## src/rtl/corescore_uart_pkg.sv

```systemverilog
// Purpose: shared UART receive definitions -- FSM state encoding, default
// bit timing, default end-of-packet character and the FIFO entry payload.
package corescore_uart_pkg;

  localparam int unsigned BAUD_DIV_DEFAULT  = 278;    // 16 MHz / 57600
  localparam logic [7:0]  LAST_CHAR_DEFAULT = 8'h0A;
  localparam int unsigned FRAME_BITS        = 8;
  localparam int unsigned DATA_W            = 8;

  typedef enum logic [2:0] {
    S_IDLE,
    S_START,
    S_DATA,
    S_STOP,
    S_BREAK
  } rx_state_e;

  // One received byte plus its end-of-packet marker, as held in the FIFO.
  typedef struct packed {
    logic              tlast;
    logic [DATA_W-1:0] tdata;
  } axis_beat_t;

endpackage

```

## src/rtl/uart_rx_axis_if.sv

```systemverilog
// Purpose: AXI4-Stream byte channel carrying received UART data.
//   tdata  [7:0]  byte          (master -> slave)
//   tlast         end of packet (master -> slave)
//   tvalid        beat present  (master -> slave)
//   tready        accept        (slave  -> master)
interface uart_rx_axis_if import corescore_uart_pkg::*; ();

  logic [DATA_W-1:0] tdata;
  logic              tlast;
  logic              tvalid;
  logic              tready;

  modport master (output tdata, output tlast, output tvalid, input tready);
  modport slave  (input tdata, input tlast, input tvalid, output tready);

endinterface

```

## src/rtl/uart_rx_fifo.sv

```systemverilog
// Purpose: synchronous FIFO of {tlast,tdata} entries between the UART
// deserialiser and the stream output.
//   i_clk, i_rst_n   clock, async active-low reset (empties FIFO)
//   i_wr, i_wdata    push request and entry
//   i_rd             pop request (ignored when empty)
//   o_rdata_c        head entry
//   o_full_c         no free entries
//   o_empty_c        no entries
module uart_rx_fifo
  import corescore_uart_pkg::*;
#(
  parameter int unsigned DEPTH = 4
) (
  input  logic       i_clk,
  input  logic       i_rst_n,
  input  logic       i_wr,
  input  axis_beat_t i_wdata,
  input  logic       i_rd,
  output axis_beat_t o_rdata_c,
  output logic       o_full_c,
  output logic       o_empty_c
);

  localparam int unsigned AW = $clog2(DEPTH);

  axis_beat_t      r_mem [DEPTH];
  logic [AW:0]     r_wr_ptr;
  logic [AW:0]     r_rd_ptr;
  logic            w_do_rd;
  logic            w_do_wr;

  // Pointers carry one extra wrap bit to tell full from empty.
  assign o_empty_c = (r_wr_ptr == r_rd_ptr);
  assign o_full_c  = (r_wr_ptr[AW] != r_rd_ptr[AW]) &&
                     (r_wr_ptr[AW-1:0] == r_rd_ptr[AW-1:0]);
  assign o_rdata_c = r_mem[r_rd_ptr[AW-1:0]];

  // A write into a full FIFO is allowed when the head leaves in the same cycle.
  assign w_do_rd = i_rd && !o_empty_c;
  assign w_do_wr = i_wr && (!o_full_c || w_do_rd);

  always_ff @(posedge i_clk or negedge i_rst_n) begin
    if (!i_rst_n) begin
      r_wr_ptr <= '0;
      r_rd_ptr <= '0;
      for (int i = 0; i < int'(DEPTH); i++) r_mem[i] <= '0;
    end else begin
      if (w_do_wr) begin
        r_mem[r_wr_ptr[AW-1:0]] <= i_wdata;
        r_wr_ptr                <= r_wr_ptr + (AW+1)'(1);
      end
      if (w_do_rd) r_rd_ptr <= r_rd_ptr + (AW+1)'(1);
    end
  end

endmodule

```

## src/rtl/uart_rx_axis.sv

```systemverilog
// Purpose: 8N1 UART receiver presenting bytes as an AXI4-Stream master.
//   i_clk        sole clock
//   i_rst_n      async active-low reset; aborts any frame, empties the FIFO
//   i_uart_rx    serial input, idle high, asynchronous
//   m_axis       stream output (tdata/tlast/tvalid from FIFO head, tready in)
//   o_frame_err  one-cycle pulse: stop bit sampled low
//   o_overflow   one-cycle pulse: good byte dropped because FIFO was full
module uart_rx_axis
  import corescore_uart_pkg::*;
#(
  parameter int unsigned BAUD_DIV   = BAUD_DIV_DEFAULT,
  parameter int unsigned FIFO_DEPTH = 4,
  parameter logic [7:0]  LAST_CHAR  = LAST_CHAR_DEFAULT
) (
  input  logic           i_clk,
  input  logic           i_rst_n,
  input  logic           i_uart_rx,
  uart_rx_axis_if.master m_axis,
  output logic           o_frame_err,
  output logic           o_overflow
);

  localparam int unsigned CNT_W  = $clog2(BAUD_DIV);
  localparam int unsigned BIT_W  = $clog2(FRAME_BITS);
  localparam int unsigned HALF_M1 = BAUD_DIV / 2 - 1;
  localparam int unsigned FULL_M1 = BAUD_DIV - 1;

  logic [1:0]        r_sync;
  logic              w_rx_s;
  rx_state_e         r_state,   w_state_nxt;
  logic [CNT_W-1:0]  r_cnt,     w_cnt_nxt;
  logic [BIT_W-1:0]  r_bit,     w_bit_nxt;
  logic [DATA_W-1:0] r_shift,   w_shift_nxt;
  logic              w_push_c;
  logic              w_ferr_c;
  logic              w_pop;
  logic              w_drop;
  logic              w_full_c;
  logic              w_empty_c;
  axis_beat_t        w_wdata;
  axis_beat_t        w_rdata_c;

  // Two-flop synchroniser, preset to the idle line level.
  always_ff @(posedge i_clk or negedge i_rst_n) begin
    if (!i_rst_n) r_sync <= 2'b11;
    else          r_sync <= {r_sync[0], i_uart_rx};
  end
  assign w_rx_s = r_sync[1];

  // Frame FSM and its counters.
  always_ff @(posedge i_clk or negedge i_rst_n) begin
    if (!i_rst_n) begin
      r_state <= S_IDLE;
      r_cnt   <= '0;
      r_bit   <= '0;
      r_shift <= '0;
    end else begin
      r_state <= w_state_nxt;
      r_cnt   <= w_cnt_nxt;
      r_bit   <= w_bit_nxt;
      r_shift <= w_shift_nxt;
    end
  end

  // Next state: start sampled at half a bit, data/stop one full bit apart.
  always_comb begin
    w_state_nxt = r_state;
    w_cnt_nxt   = r_cnt;
    w_bit_nxt   = r_bit;
    w_shift_nxt = r_shift;
    w_push_c    = 1'b0;
    w_ferr_c    = 1'b0;
    unique case (r_state)
      S_IDLE: begin
        w_cnt_nxt = '0;
        w_bit_nxt = '0;
        if (!w_rx_s) w_state_nxt = S_START;
      end
      S_START: begin
        w_cnt_nxt = r_cnt + CNT_W'(1);
        if (r_cnt == CNT_W'(HALF_M1)) begin
          w_cnt_nxt   = '0;
          w_state_nxt = w_rx_s ? S_IDLE : S_DATA;
        end
      end
      S_DATA: begin
        w_cnt_nxt = r_cnt + CNT_W'(1);
        if (r_cnt == CNT_W'(FULL_M1)) begin
          w_cnt_nxt   = '0;
          w_shift_nxt = {w_rx_s, r_shift[DATA_W-1:1]};
          w_bit_nxt   = r_bit + BIT_W'(1);
          if (r_bit == BIT_W'(FRAME_BITS - 1)) w_state_nxt = S_STOP;
        end
      end
      S_STOP: begin
        w_cnt_nxt = r_cnt + CNT_W'(1);
        if (r_cnt == CNT_W'(FULL_M1)) begin
          w_cnt_nxt = '0;
          if (w_rx_s) begin
            w_push_c    = 1'b1;
            w_state_nxt = S_IDLE;
          end else begin
            w_ferr_c    = 1'b1;
            w_state_nxt = S_BREAK;
          end
        end
      end
      S_BREAK: begin
        w_cnt_nxt = '0;
        if (w_rx_s) w_state_nxt = S_IDLE;
      end
      default: begin
        w_cnt_nxt   = '0;
        w_bit_nxt   = '0;
        w_state_nxt = S_IDLE;
      end
    endcase
  end

  assign w_wdata.tdata = r_shift;
  assign w_wdata.tlast = (r_shift == LAST_CHAR);

  assign w_pop  = m_axis.tvalid && m_axis.tready;
  assign w_drop = w_push_c && w_full_c && !w_pop;

  uart_rx_fifo #(
    .DEPTH (FIFO_DEPTH)
  ) u_fifo (
    .i_clk     (i_clk),
    .i_rst_n   (i_rst_n),
    .i_wr      (w_push_c),
    .i_wdata   (w_wdata),
    .i_rd      (w_pop),
    .o_rdata_c (w_rdata_c),
    .o_full_c  (w_full_c),
    .o_empty_c (w_empty_c)
  );

  assign m_axis.tdata  = w_rdata_c.tdata;
  assign m_axis.tlast  = w_rdata_c.tlast;
  assign m_axis.tvalid = !w_empty_c;

  // Status pulses; push and frame error are exclusive so these never coincide.
  always_ff @(posedge i_clk or negedge i_rst_n) begin
    if (!i_rst_n) begin
      o_frame_err <= 1'b0;
      o_overflow  <= 1'b0;
    end else begin
      o_frame_err <= w_ferr_c;
      o_overflow  <= w_drop;
    end
  end

endmodule

```

## src/flat_wrapper.sv

```systemverilog
// flat-port wrapper written by rule: the top's interface ports become plain ports
module uart_rx_axis_flat import corescore_uart_pkg::*;
#(
  parameter int unsigned BAUD_DIV   = BAUD_DIV_DEFAULT,
  parameter int unsigned FIFO_DEPTH = 4,
  parameter logic [7:0]  LAST_CHAR  = LAST_CHAR_DEFAULT
)
  (i_clk, i_rst_n, i_uart_rx, o_frame_err, o_overflow, m_axis_tdata, m_axis_tlast, m_axis_tvalid, m_axis_tready);
  uart_rx_axis_if m_axis_i ();
  input  logic i_clk;
  input  logic i_rst_n;
  input  logic i_uart_rx;
  output logic o_frame_err;
  output logic o_overflow;
  output wire logic [$bits(m_axis_i.tdata)-1:0] m_axis_tdata;
  output wire logic [$bits(m_axis_i.tlast)-1:0] m_axis_tlast;
  output wire logic [$bits(m_axis_i.tvalid)-1:0] m_axis_tvalid;
  input wire logic [$bits(m_axis_i.tready)-1:0] m_axis_tready;
  assign m_axis_tdata = m_axis_i.tdata;
  assign m_axis_tlast = m_axis_i.tlast;
  assign m_axis_tvalid = m_axis_i.tvalid;
  assign m_axis_i.tready = m_axis_tready;
  uart_rx_axis #(.BAUD_DIV(BAUD_DIV), .FIFO_DEPTH(FIFO_DEPTH), .LAST_CHAR(LAST_CHAR)) u_core (.i_clk(i_clk), .i_rst_n(i_rst_n), .i_uart_rx(i_uart_rx), .m_axis(m_axis_i), .o_frame_err(o_frame_err), .o_overflow(o_overflow));
endmodule
```

## config.mk

```make
export PLATFORM = sky130hd
export DESIGN_NAME = uart_rx_axis_flat
export DESIGN_NICKNAME = d
export VERILOG_FILES = /design/src/rtl/corescore_uart_pkg.sv /design/src/rtl/uart_rx_axis_if.sv /design/src/rtl/uart_rx_fifo.sv /design/src/rtl/uart_rx_axis.sv /design/src/flat_wrapper.sv
export SDC_FILE = /design/constraint.sdc
export NUM_CORES = 1
export LEC_CHECK = 0
export ABC_AREA = 1
export BUFFER_PORTS_ARGS = -buffer_cell sky130_fd_sc_hd__buf_2
export CAP_MARGIN = 40
export CORE_ASPECT_RATIO = 1.5
export CORE_UTILIZATION = 45
export DETAILED_ROUTE_END_ITERATION = 10
export PLACE_DENSITY = 0.63
export SLEW_MARGIN = 20
export SYNTH_ARGS = -nofsm -noshare
export SYNTH_HDL_FRONTEND = slang
export SYNTH_SLANG_ARGS = --single-unit
```

## constraint.sdc

```tcl
create_clock -name i_clk -period 2.1 [get_ports i_clk]
set_input_delay 0.315 -clock i_clk [delete_from_list [all_inputs] [get_ports i_clk]]
set_output_delay 0.315 -clock i_clk [all_outputs]
set_load 0.01 [all_outputs]
```

======== Yosys cells after proc, flatten, opt, wreduce, memory -nomap -nowiden ========
Cells that the tools add are included.
word-level totals
  output and inout port bits .............. 12
  bits of input ports ..................... 4
  bits in latches ......................... 0
  memories ................................ 0
  flip-flop bits (word level) ............. 69
  RAM bits ................................ 0
  ROM bits ................................ 0
operators by class
  bitwise operators ....................... 3
  reductions and logical operators ........ 17
  shift operators ......................... 0
  multipliers ............................. 0
  order comparisons ....................... 3
  $add $sub $neg .......................... 4
  multiplexer cells ....................... 26
  eq/ne operators ......................... 17
  div/mod/pow operators ................... 0
operators by type and width
  operator             number
  $mux 9               5
  $bwmux 36            1
  $mux 3               8
  $bmux 9 s2           1
  $demux 9 s2          1
  $pmux 9 s2           1
  $pmux 3 s5           1
  $ne 2x1->1 const B   5
  $add 3x1->3 const B  3
  $add 9x1->9 const B  1
  $eq 9x8->1 const B   1
  $eq 9x9->1 const B   1
  $eq 8x4->1 const B   1
  $logic_and 1x1->1    7
  $eq 3x2->1 const B   2
  $eq 3x3->1 const B   2
  $ge 3x3->1 const B   2
  $mux 1               6
  $not 2->3            2
  $pmux 3 s2           1
  $reduce_and 6->1     1
  $reduce_and 2->1     2
  $eq 3x1->1 const B   1
  $eq 3x3->1           1
  11 further kinds     13

======== Depth between registers and ports, before layout ========
Gate-level depths: netlist of run 1.
  word-level depth ........................ 6
  gate-level depth with buffers ........... 10
  gate-level depth less buffers ........... 9

======== Modules after synthesis ========
From an unflattened synthesis of run 1, not the netlist that was laid out.
unflattened totals
  cell total of the unflattened synthesis .. 426
  area total of the unflattened synthesis .. 3623.5 µm²
by module, submodules not included
  module        sequential area each (µm²)  times used  cells each  area each (µm²)
  uart_rx_fifo  1051.0                      1           259         2173.3
  uart_rx_axis  678.2                       1           167         1450.1

======== Worst setup path before layout of run 1 ========
Ideal clock, no wire load.
  path type ............................... register to output
  start ................................... register u_core.u_fifo.r_rd_ptr[0]
  end ..................................... output m_axis_tdata[0]
  path slack .............................. 0.519 ns
  stages on the path, launching flop included .. 6
  data arrival time ....................... 1.266 ns
  buffers on the path ..................... 2
  data required time ...................... 1.785 ns
  path through ............................ dfrtp_1 > inv_1 > clkbuf_1 > clkbuf_1 > nor2_1 > o22ai_1
between the ends
  cells in the longest elaborated chain, start to end .. 4
RTL lines
  what                                        line                RTL
  from (decl)                                 uart_rx_fifo.sv:28  logic [AW:0] r_rd_ptr;
  from (signal assigned)                      uart_rx_fifo.sv:52  if (w_do_rd) r_rd_ptr <= r_rd_ptr + (AW+1)'(1);
  $not 2->3 (not written as such)             uart_rx_fifo.sv:36  assign o_rdata_c = r_mem[r_rd_ptr[AW-1:0]];
  $bmux 9 s2                                  uart_rx_fifo.sv:36
  $mux 9 (not written as such) (2 in series)  uart_rx_fifo.sv:36
  to (decl)                                   flat_wrapper.sv:15  output wire logic [$bits(m_axis_i.tdata)-1:0] m_axis_tdata;
Every way passes these cells. The select of a mux whose other input is x is not followed.

======== Worst setup path in the final report of run 1 ========
  start ................................... register u_core.u_fifo.r_rd_ptr[0]
  end ..................................... output m_axis_tdata[4]
Same word-level chain as after synthesis.

==> flow_summary.json, run 1 <==
{
  "status": "complete, but fails checks",
  "violations": "negative hold slack",
  "drc": 0,
  "max-cap-violations": 0,
  "skew_ps": 4.15,
  "rsz0062_at_grt": "false",
  "clock_latency_ps": 330,
  "reg2reg_from": "u_core.r_cnt[1]",
  "first_pass_iters": 4,
  "holdWs_ps": -5.05,
  "p_leak_uw": 0.00203,
  "ios": 16,
  "slew_headroom_pct": 64.7,
  "vias": 2803,
  "cp_max_fo": 19,
  "setup_viol": 0,
  "grt_usage_pct": 20.9,
  "synth_cell_types": 30,
  "hpwlAfterDp_um": 5170,
  "path_buf_inv": 3,
  "grt_max_degree": 70,
  "synth_top_area_share_pct": 47.7,
  "finalCritPeriodShare_pct": 86.6,
  "drv_slew": 0,
  "critPathCaptureType": "primary output",
  "place_inst": 522,
  "h-tree-depth": 3,
  "ys_ff_latch": 69,
  "cpPeakStageDelay_ps": 390,
  "gr-total-overflow": 0,
  "cts_buffers": 9,
  "yosys_warnings": 0,
  "clk_pin_slew_ps": 50,
  "first_global_vias": 2636,
  "avgViaCountPerCell": 5.21,
  "hold_path.class": "in2async",
  "hold_buffers": 0,
  "crit_family": "buffers and inverters",
  "regArea_um2": 1730,
  "portBuffers": 15,
  "die_x_um": 74.2,
  "antenna_cells": 0,
  "routed_wl_um": 7580,
  "grt_pass1_wl_um": 12600,
  "post-cts-setup-buffers": 0,
  "cp_slowest_cell": "dfrtp_1",
  "multi_input_area_um2": 1550,
  "antenna_found_initial": 0,
  "synth_area_leaders": "dfrtp_1 (48%), nand2_1 (14%), nand4_1 (7.3%), nor2_1 (4.4%), o21ai_0 (4.0%)",
  "cts.sinks": 69,
  "final_common_cell": "nand2_1",
  "drive_gt1_share_pct": 11.7,
  "hold_violations": 5,
  "startpoint": "u_core.u_fifo.r_rd_ptr[0]",
  "cp-start-kind": "flop",
  "ir_worst_vdd_v": 0.000425,
  "netlist_area_um2": 3510,
  "die_area_um2": 8180,
  "worstReg2RegEnd": "u_core.u_fifo.r_mem[28]",
  "ctsLongestPathBuffers": 2,
  "cts_tree": "built",
  "root_buffer": "clkbuf_16",
  "crit_required_ps": 1780,
  "syn-num-nets": 427,
  "n_fill_cell": 769,
  "area_delta_synth_final_pct": 11.7,
  "core_um2": 7610,
  "crit_arrival_ps": 1500,
  "tns_ps": 0,
  "seq_area_frac_synth_pct": 49.2,
  "finalCriticalPeriod_ps": 1820,
  "r2r_cells": 9,
  "initial_utilization_pct": 46.2,
  "die_h_um": 110,
  "cts-resized-gates": 0,
  "final_net_count": 445,
  "drt_iter0_drc": 212,
  "synth_area_per_cell_um2": 8.51,
  "final_cells": 538,
  "cp_cell_sequence": "inv_1 > buf_4 > nor2_1 > o22ai_1 > buf_2",
  "fin_util_pct": 51.6,
  "worst_pin_slew_ps": 530,
  "gp_congestion": 0.847,
  "rrSetupSlack_ps": 320,
  "num_rows": 39,
  "wl_per_cell_um": 14.1,
  "total_power_uw": 3590,
  "critical_path_class": "reg2out",
  "ant_nets": 0,
  "power_density_nw_per_um2": 915,
  "synth_top_area_cell": "dfrtp_1",
  "synth_cells": 413,
  "layout_common_cells": "nand2_1 (128), dfrtp_1 (67), nor2_1 (41), nand4_1 (41), o21ai_0 (28)",
  "fmax_ghz": 0.550
}
-- area by class of cell --
class	count	share of cell area [%]
Sequential cell	69	44.0
Multi-Input combinational cell	299	39.5
Clock buffer	14	6.21
Timing Repair Buffer	25	4.14
Tap cell	102	3.25
Inverter	27	2.58
Clock inverter	2	0.255
-- flip-flops by register name, indices dropped and copies added, names as in the netlist --
signal / flops
u_core.o_frame_err: 1
u_core.o_overflow: 1
u_core.r_bit: 3
u_core.r_cnt: 9
u_core.r_shift: 8
u_core.r_state: 3
u_core.r_sync: 2
u_core.u_fifo.r_mem: 36
u_core.u_fifo.r_rd_ptr: 3
u_core.u_fifo.r_wr_ptr: 3
-- cell usage after synthesis --
master / number
nor2_1: 41
or2_2: 1
o22ai_1: 9
o21ai_0: 28
clkinv_1: 1
dfstp_2: 2
nor2_4: 1
nand4_1: 41
xnor2_1: 2
nand2_4: 2
ha_1: 10
nand3_1: 13
nor2_8: 1
buf_1: 1
nand4_2: 1
buf_8: 4
inv_1: 26
nor4_1: 1
nand3_4: 4
nand2_2: 2
buf_2: 9
nand2_1: 128
a21boi_0: 1
a21oi_1: 4
xor2_1: 6
clkbuf_1: 3
buf_6: 1
nor2_2: 1
dfrtp_1: 67
nor3_1: 2
-- report_power, final --
part,internal [uW],leakage (uW),total [uW],switching (uW)
clock network,796,0.000125,1330,532
logic,321,0.000969,869,548
registers,1360,0.000937,1400,33.5
-- kinds of logic (layout without fill, tap and decap cells) --
family	after synthesis	in the layout	synth area share, %
AO/OA/AOI/OAI	42	42	6.37
XOR/XNOR	8	8	1.99
adder cells (fa/ha/maj)	10	10	3.56
buffers and inverters	45	68	6.62
flip-flops	69	69	49.2
AND/OR/NAND/NOR	239	239	32.3
-- stage by stage --
stage / area, um^2 / worst slack [ps]
2_1_floorplan: 3510 / 519
3_3_place_gp: 3670 / 376
3_5_place_dp: 3670 / 328
4_1_cts: 3930 / 272
5_1_grt: 3930 / 150
6_report: 3930 / 282
-- worst max-delay path by stage --
stage                     cells after the start  slack (ps)                       to
after floorplan                               5         520          m_axis_tdata[0]
after global placement                        9         380  u_core.u_fifo.r_mem[30]
after detailed placement                      9         330  u_core.u_fifo.r_mem[30]
after CTS                                     5         270          m_axis_tdata[3]
after global routing                          9         150   u_core.u_fifo.r_mem[1]
final                                         5         280          m_axis_tdata[4]
-- layer usage --
| metal | GRT usage (%) | share of wire, % |
|---|---|---|
| met5 | 0 | 0 |
| met1 | 24.5 | 42 |
| met3 | 3.55 | 2.5 |
| met2 | 35.5 | 53 |
| met4 | 11.8 | 2.1 |
Note: power is estimated with default switching activity, not from simulation.
==> run 2, diff against run 1 <==
Settings changed: CORE_UTILIZATION 45 to 61, PLACE_DENSITY 0.63 to 0.81.
==> run 2 against run 1 <==
  * The flow now finishes without violations
  * Fmax down 1.1%
  * Hold slack gained 79 ps
  * Utilization up 18 points
  * Non-clock buffer count is 1 higher
  * Flip-flop and latch count unchanged
  * Sequential share of layout area grew 1.2 points
  * Global-route usage increased by 7.2 points
  * Cell area shrank 2.6%
  * Clock skew up 7.3 ps
  * Combinational power rose by 0.6%
==> flow_summary.json, run 2 (same netlist as run 1, synthesis figures left out) <==
{
  "crit_arrival_ps": 1520,
  "die_x_um": 64.0,
  "drt_iter0_drc": 206,
  "cp_cell_sequence": "inv_1 > nand2_1 > nand2_1 > nor2_1 > nand2_1 > buf_2",
  "core_um2": 5490,
  "fmax_ghz": 0.544,
  "largest_register": "u_core.u_fifo.r_mem",
  "first_pass_iters": 4,
  "antenna_found_initial": 0,
  "ctsLongestPathBuffers": 2,
  "cp_common_cell": "nand2_1",
  "n_fill_cell": 443,
  "final_common_cell": "nand2_1",
  "largest_reg_flops": 36,
  "largest_registers": "u_core.u_fifo.r_mem (36), u_core.r_cnt (9), u_core.r_shift (8)",
  "first_global_vias": 2862,
  "h-tree-depth": 3,
  "drive_gt1_share_pct": 12.2,
  "hold_violations": 0,
  "setup_viol": 0,
  "finalCritPeriodShare_pct": 87.5,
  "ant_nets": 0,
  "grt_pass1_wl_um": 12900,
  "ios": 16,
  "clk_pin_slew_ps": 70,
  "dpl_cell_area_um2": 3630,
  "layout_common_cells": "nand2_1 (128), dfrtp_1 (67), nor2_1 (41), nand4_1 (41), o21ai_0 (28)",
  "rsz0062_at_grt": "false",
  "status": "finished clean",
  "portBuffers": 15,
  "holdWs_ps": 73.6,
  "p_leak_uw": 0.00200,
  "drv_slew": 0,
  "design_area_um2": 3820,
  "clock_latency_ps": 350,
  "cts_buffers": 9,
  "cts_tree": "built",
  "whs_path_depth": 1,
  "finalCriticalPeriod_ps": 1840,
  "r2r_cells": 8,
  "num_rows": 33,
  "hold_path.class": "in2reg",
  "tns_ps": 0,
  "crit_required_ps": 1780,
  "initial_utilization_pct": 64.0,
  "power_density_nw_per_um2": 859,
  "routed_wl_um": 7340,
  "area_delta_synth_final_pct": 8.83,
  "antenna_cells": 0,
  "cts-resized-gates": 0,
  "ir_worst_vdd_v": 0.000472,
  "max-cap-violations": 0,
  "pre_cts_ws_ps": 384,
  "gr-total-overflow": 0,
  "slew_headroom_pct": 58.4,
  "vias": 2851,
  "hold_buffers": 1,
  "die_h_um": 95.0,
  "hpwlAfterDp_um": 5060,
  "cp_slowest_cell": "dfrtp_1",
  "cp-start-kind": "flop",
  "critPathCaptureType": "primary output",
  "skew_ps": 11.5,
  "critical_path_class": "reg2out",
  "finalWorstSetupSlack_ps": 262,
  "grt_max_degree": 46,
  "root_buffer": "clkbuf_8",
  "gp_congestion": 0.870,
  "post-cts-setup-buffers": 0,
  "cts.sinks": 69,
  "die_area_um2": 6080,
  "worst_pin_slew_ps": 623,
  "wl_per_cell_um": 14.5,
  "final_net_count": 446,
  "cpPeakStageDelay_ps": 430,
  "grt_usage_pct": 28.1,
  "drc": 0,
  "cp_max_fo": 5,
  "avgViaCountPerCell": 5.63
}
## run 2: cell types whose count changed in the layout (fill, tap and decap cells not counted), sizes merged
cell and delta:
dlygate4sd3 +1, bufinv +1, clkinvlp +2, clkbuf -3, clkinv -1
## run 2: path summary, 6_finish.rpt
check,start,slack (ps),endpoint
min reg2reg,u_core.r_sync[0],360,u_core.r_sync[1]
max reg2reg,u_core.u_fifo.r_wr_ptr[0],360,u_core.u_fifo.r_mem[28]
min,i_uart_rx,70,u_core.r_sync[0]
min in group asynchronous,i_rst_n,520,u_core.u_fifo.r_rd_ptr[2]
max,u_core.u_fifo.r_wr_ptr[0],260,m_axis_tvalid
max in group asynchronous,i_rst_n,940,u_core.r_cnt[7]
## run 2: stage by stage
| step | util, % | total power [uW] | instances |
|---|---|---|---|
| 6_report | 69.7 | 3290 | 506 |
| 5_1_grt | 69.7 | 3450 | 506 |
| 4_1_cts | 69.7 | 3300 | 506 |
| 3_5_place_dp | 66.2 | 2300 | 490 |
| 3_3_place_gp | 66.2 | 2280 | 490 |
| 2_1_floorplan | - | 1980 | 413 |
## run 2: worst max-delay path, delay by kind of cell (launching register included)
kind	cells	cell delay (ps)
flops	1	430
buf+inv	2	290
simple gates	4	450
## run 2: layout make-up
class / count / area [um^2] / area share (%)
clock buffers: 11 / 131 / 3.43
clock inverters: 4 / 50.0 / 1.31
inverters: 27 / 101 / 2.65
multi-input cells: 299 / 1550 / 40.6
flip-flops and latches: 69 / 1730 / 45.2
well taps: 70 / 87.6 / 2.29
repair buffers: 26 / 173 / 4.51
## run 2: where the power goes
group	switching [uW]	internal [uW]
Clock	474	540
Sequential	36.7	1360
Combinational	550	324
## run 2: metal layers
layer | vias to the layer above | wire [um] | global-route usage, % | part of all wire, %
li1 | 1406 | - | - | -
met1 | 1359 | 3080 | 33.4 | 42
met2 | 72 | 3790 | 48.2 | 52
met3 | 14 | 316 | 5.31 | 4.3
met4 | 0 | 157 | 14.2 | 2.1
met5 | - | 0 | 0 | 0
==> run 3, diff against run 2 <==
Settings changed: ABC_AREA 1 to 0, CORE_UTILIZATION 61 to 60, PLACE_DENSITY 0.81 to 0.8.
==> run 3 against run 2 <==
  * Total power decreased by 16%
  * Setup slack got worse by 160 ps
  * Fmax is 7.8% lower
  * Flip-flop and latch count stayed put
  * Combinational power shrank 59%
  * Largest cell class unchanged
  * Utilization is 2.1 points higher
  * Die area down 7.5%
  * Clock-buffer cell count is 1 higher
==> flow_summary.json, run 3 <==
{
  "syn-num-nets": 239,
  "gr-total-overflow": 0,
  "ios": 16,
  "cts_buffers": 9,
  "vias": 1952,
  "hpwlAfterDp_um": 3870,
  "cp_cell_sequence": "buf_4 > mux4_2 > buf_2",
  "startpoint": "u_core.u_fifo.r_rd_ptr[0]",
  "ir_worst_vdd_v": 0.000690,
  "p_leak_uw": 0.00176,
  "synth_top_area_cell": "dfrtp_1",
  "seq_area_frac_synth_pct": 54.2,
  "largest_register": "u_core.u_fifo.r_mem",
  "initial_utilization_pct": 62.2,
  "grtUsageMet2_pct": 39.8,
  "num_rows": 32,
  "synthFlopType": "dfrtp_1",
  "cts.sinks": 69,
  "crit_arrival_ps": 1680,
  "cp-start-kind": "flop",
  "fmax_ghz": 0.502,
  "reg2reg_from": "u_core.r_cnt[1]",
  "rsz0062_at_grt": "false",
  "cpPeakStageDelay_ps": 540,
  "grt_pass1_wl_um": 9440,
  "crit_required_ps": 1780,
  "yosys_warnings": 0,
  "first_global_vias": 2031,
  "clock_latency_ps": 340,
  "setup_viol": 0,
  "skew_ps": 5.40,
  "finalWorstSetupSlack_ps": 107,
  "post-cts-setup-buffers": 0,
  "die_area_um2": 5620,
  "netlist_area_um2": 3190,
  "antenna_cells": 0,
  "tns_ps": 0,
  "die_h_um": 91.3,
  "avgViaCountPerCell": 5.84,
  "final_net_count": 277,
  "synth_area_leaders": "dfrtp_1 (53%), mux2_2 (16%), mux4_2 (6.4%), ha_1 (3.9%), xor2_1 (2.2%)",
  "pre_cts_ws_ps": 109,
  "layout_common_cells": "dfrtp_1 (67), mux2_2 (45), nor2_1 (15), buf_2 (15), buf_4 (11)",
  "synth.most_common_cell": "dfrtp_1",
  "ctsLongestPathBuffers": 2,
  "largest_reg_flops": 36,
  "synth.top_cells.by_count": "dfrtp_1 (67), mux2_2 (45), nor2_1 (15), ha_1 (10), mux4_2 (9)",
  "grt_usage_pct": 23.8,
  "synth-async-reset-ratio_pct": 100,
  "place_inst": 319,
  "drive_gt1_share_pct": 38.7,
  "root_buffer": "clkbuf_8",
  "antenna_found_initial": 0,
  "path_buf_inv": 2,
  "synth_cells": 225,
  "cp_slowest_cell": "mux4_2",
  "wl_per_cell_um": 16.7,
  "slew_headroom_pct": 68.3,
  "ys_ff_latch": 69,
  "drc": 0,
  "largest_registers": "u_core.u_fifo.r_mem (36), u_core.r_cnt (9), u_core.r_shift (8)",
  "core_um2": 5120,
  "finalCritPeriodShare_pct": 94.9,
  "final_common_cell": "dfrtp_1",
  "fin_util_pct": 71.8,
  "hold_violations": 0,
  "gp_congestion": 0.831,
  "synth_area_per_cell_um2": 14.2,
  "ant_nets": 0,
  "finalCriticalPeriod_ps": 1990,
  "die_x_um": 61.5,
  "synth_cell_types": 38,
  "cts_tree": "built",
  "max-cap-violations": 0,
  "clk_pin_slew_ps": 70,
  "portBuffers": 15,
  "worst_pin_slew_ps": 476,
  "use_met3_pct": 4.70,
  "drt_iter0_drc": 94,
  "h-tree-depth": 3,
  "first_pass_iters": 4,
  "power_density_nw_per_um2": 751,
  "routed_wl_um": 5570,
  "hold_path.class": "in2reg",
  "status": "finished clean",
  "cp_max_fo": 11,
  "grt_max_degree": 70,
  "synth_edf_count": 0,
  "critical_path_class": "reg2out",
  "area_delta_synth_final_pct": 15.3,
  "hp-start": "i_uart_rx",
  "crit_family": "multiplexers",
  "critPathCaptureType": "primary output",
  "grt_use_met1_pct": 27.4,
  "drv_slew": 0,
  "synth_top_area_share_pct": 52.6,
  "top_usage_layer": "met2",
  "final_cells": 334
}
==> run 3: cell count changes in the layout (fill, tap and decap cells not counted), moves of 8 or more <==
cell     before  now
inv_1        26    7
nor2_1       41   15
mux2_2        0   45
mux4_2        0    9
nand3_1      13    5
o21ai_0      28    6
o22ai_1       9    0
nand4_1      41    3
nand2_1     128    6
==> run 3: worst paths after layout <==
path / to / slack [ps] / depth (start not counted)
hold / removal: u_core.r_sync[0] / 70 / 1
setup / recovery: m_axis_tdata[7] / 110 / 3
setup reg to reg: u_core.u_fifo.r_mem[19] / 110 / 8
max in group asynchronous: u_core.r_sync[0] / 1240 / 3
hold reg to reg: u_core.r_sync[1] / 360 / 0
min in group asynchronous: u_core.u_fifo.r_mem[21] / 530 / 3
==> run 3: layer usage <==
layer,vias to the layer above,share of wire (%)
met5,-,0
met1,1006,40
met3,10,2.6
li1,906,-
met4,0,1.8
met2,30,55
==> run 3: cell families (layout without fill, tap and decap cells) <==
| logic type | Yosys count | after routing | share of synthesized area (%) |
|---|---|---|---|
| buffers and inverters | 11 | 52 | 1.61 |
| AND/OR/NAND/NOR | 51 | 51 | 10.3 |
| multiplexers | 57 | 57 | 23.3 |
| XOR/XNOR | 14 | 14 | 3.84 |
| AO/OA/AOI/OAI | 13 | 13 | 2.82 |
| adder cells (fa/ha/maj) | 10 | 10 | 3.92 |
| flip-flops | 69 | 69 | 54.2 |
==> run 3: stage by stage <==
stage | power, uW | hold slack, ps | instance area [um^2]
detailed placement | 1780 | 349 | 3490
global route | 2880 | 52.2 | 3680
CTS | 2800 | 53.1 | 3680
global placement | 1770 | 347 | 3490
floorplan | 1670 | 19.4 | 3190
finish | 2760 | 71.3 | 3680
==> run 3: what timing repair did <==
item / in CTS / in global routing
resized for setup: 0 / 0
endpoints found under the hold margin: 54 / 0
hold buffers: 1 / 0
==> run 3: final cells by class <==
type	count	area, um^2
fill	382	1450
clock inverter	2	35.0
multi-input combinational	145	1410
sequential	69	1730
inverter	7	26.3
clock buffer	12	145
tap	68	85.1
timing repair buffer	31	248
==> run 3: power breakdown <==
group	switching, uW	internal [uW]	total [uW]
Sequential	26.8	1360	1390
Combinational	196	163	358
Clock	445	567	1010
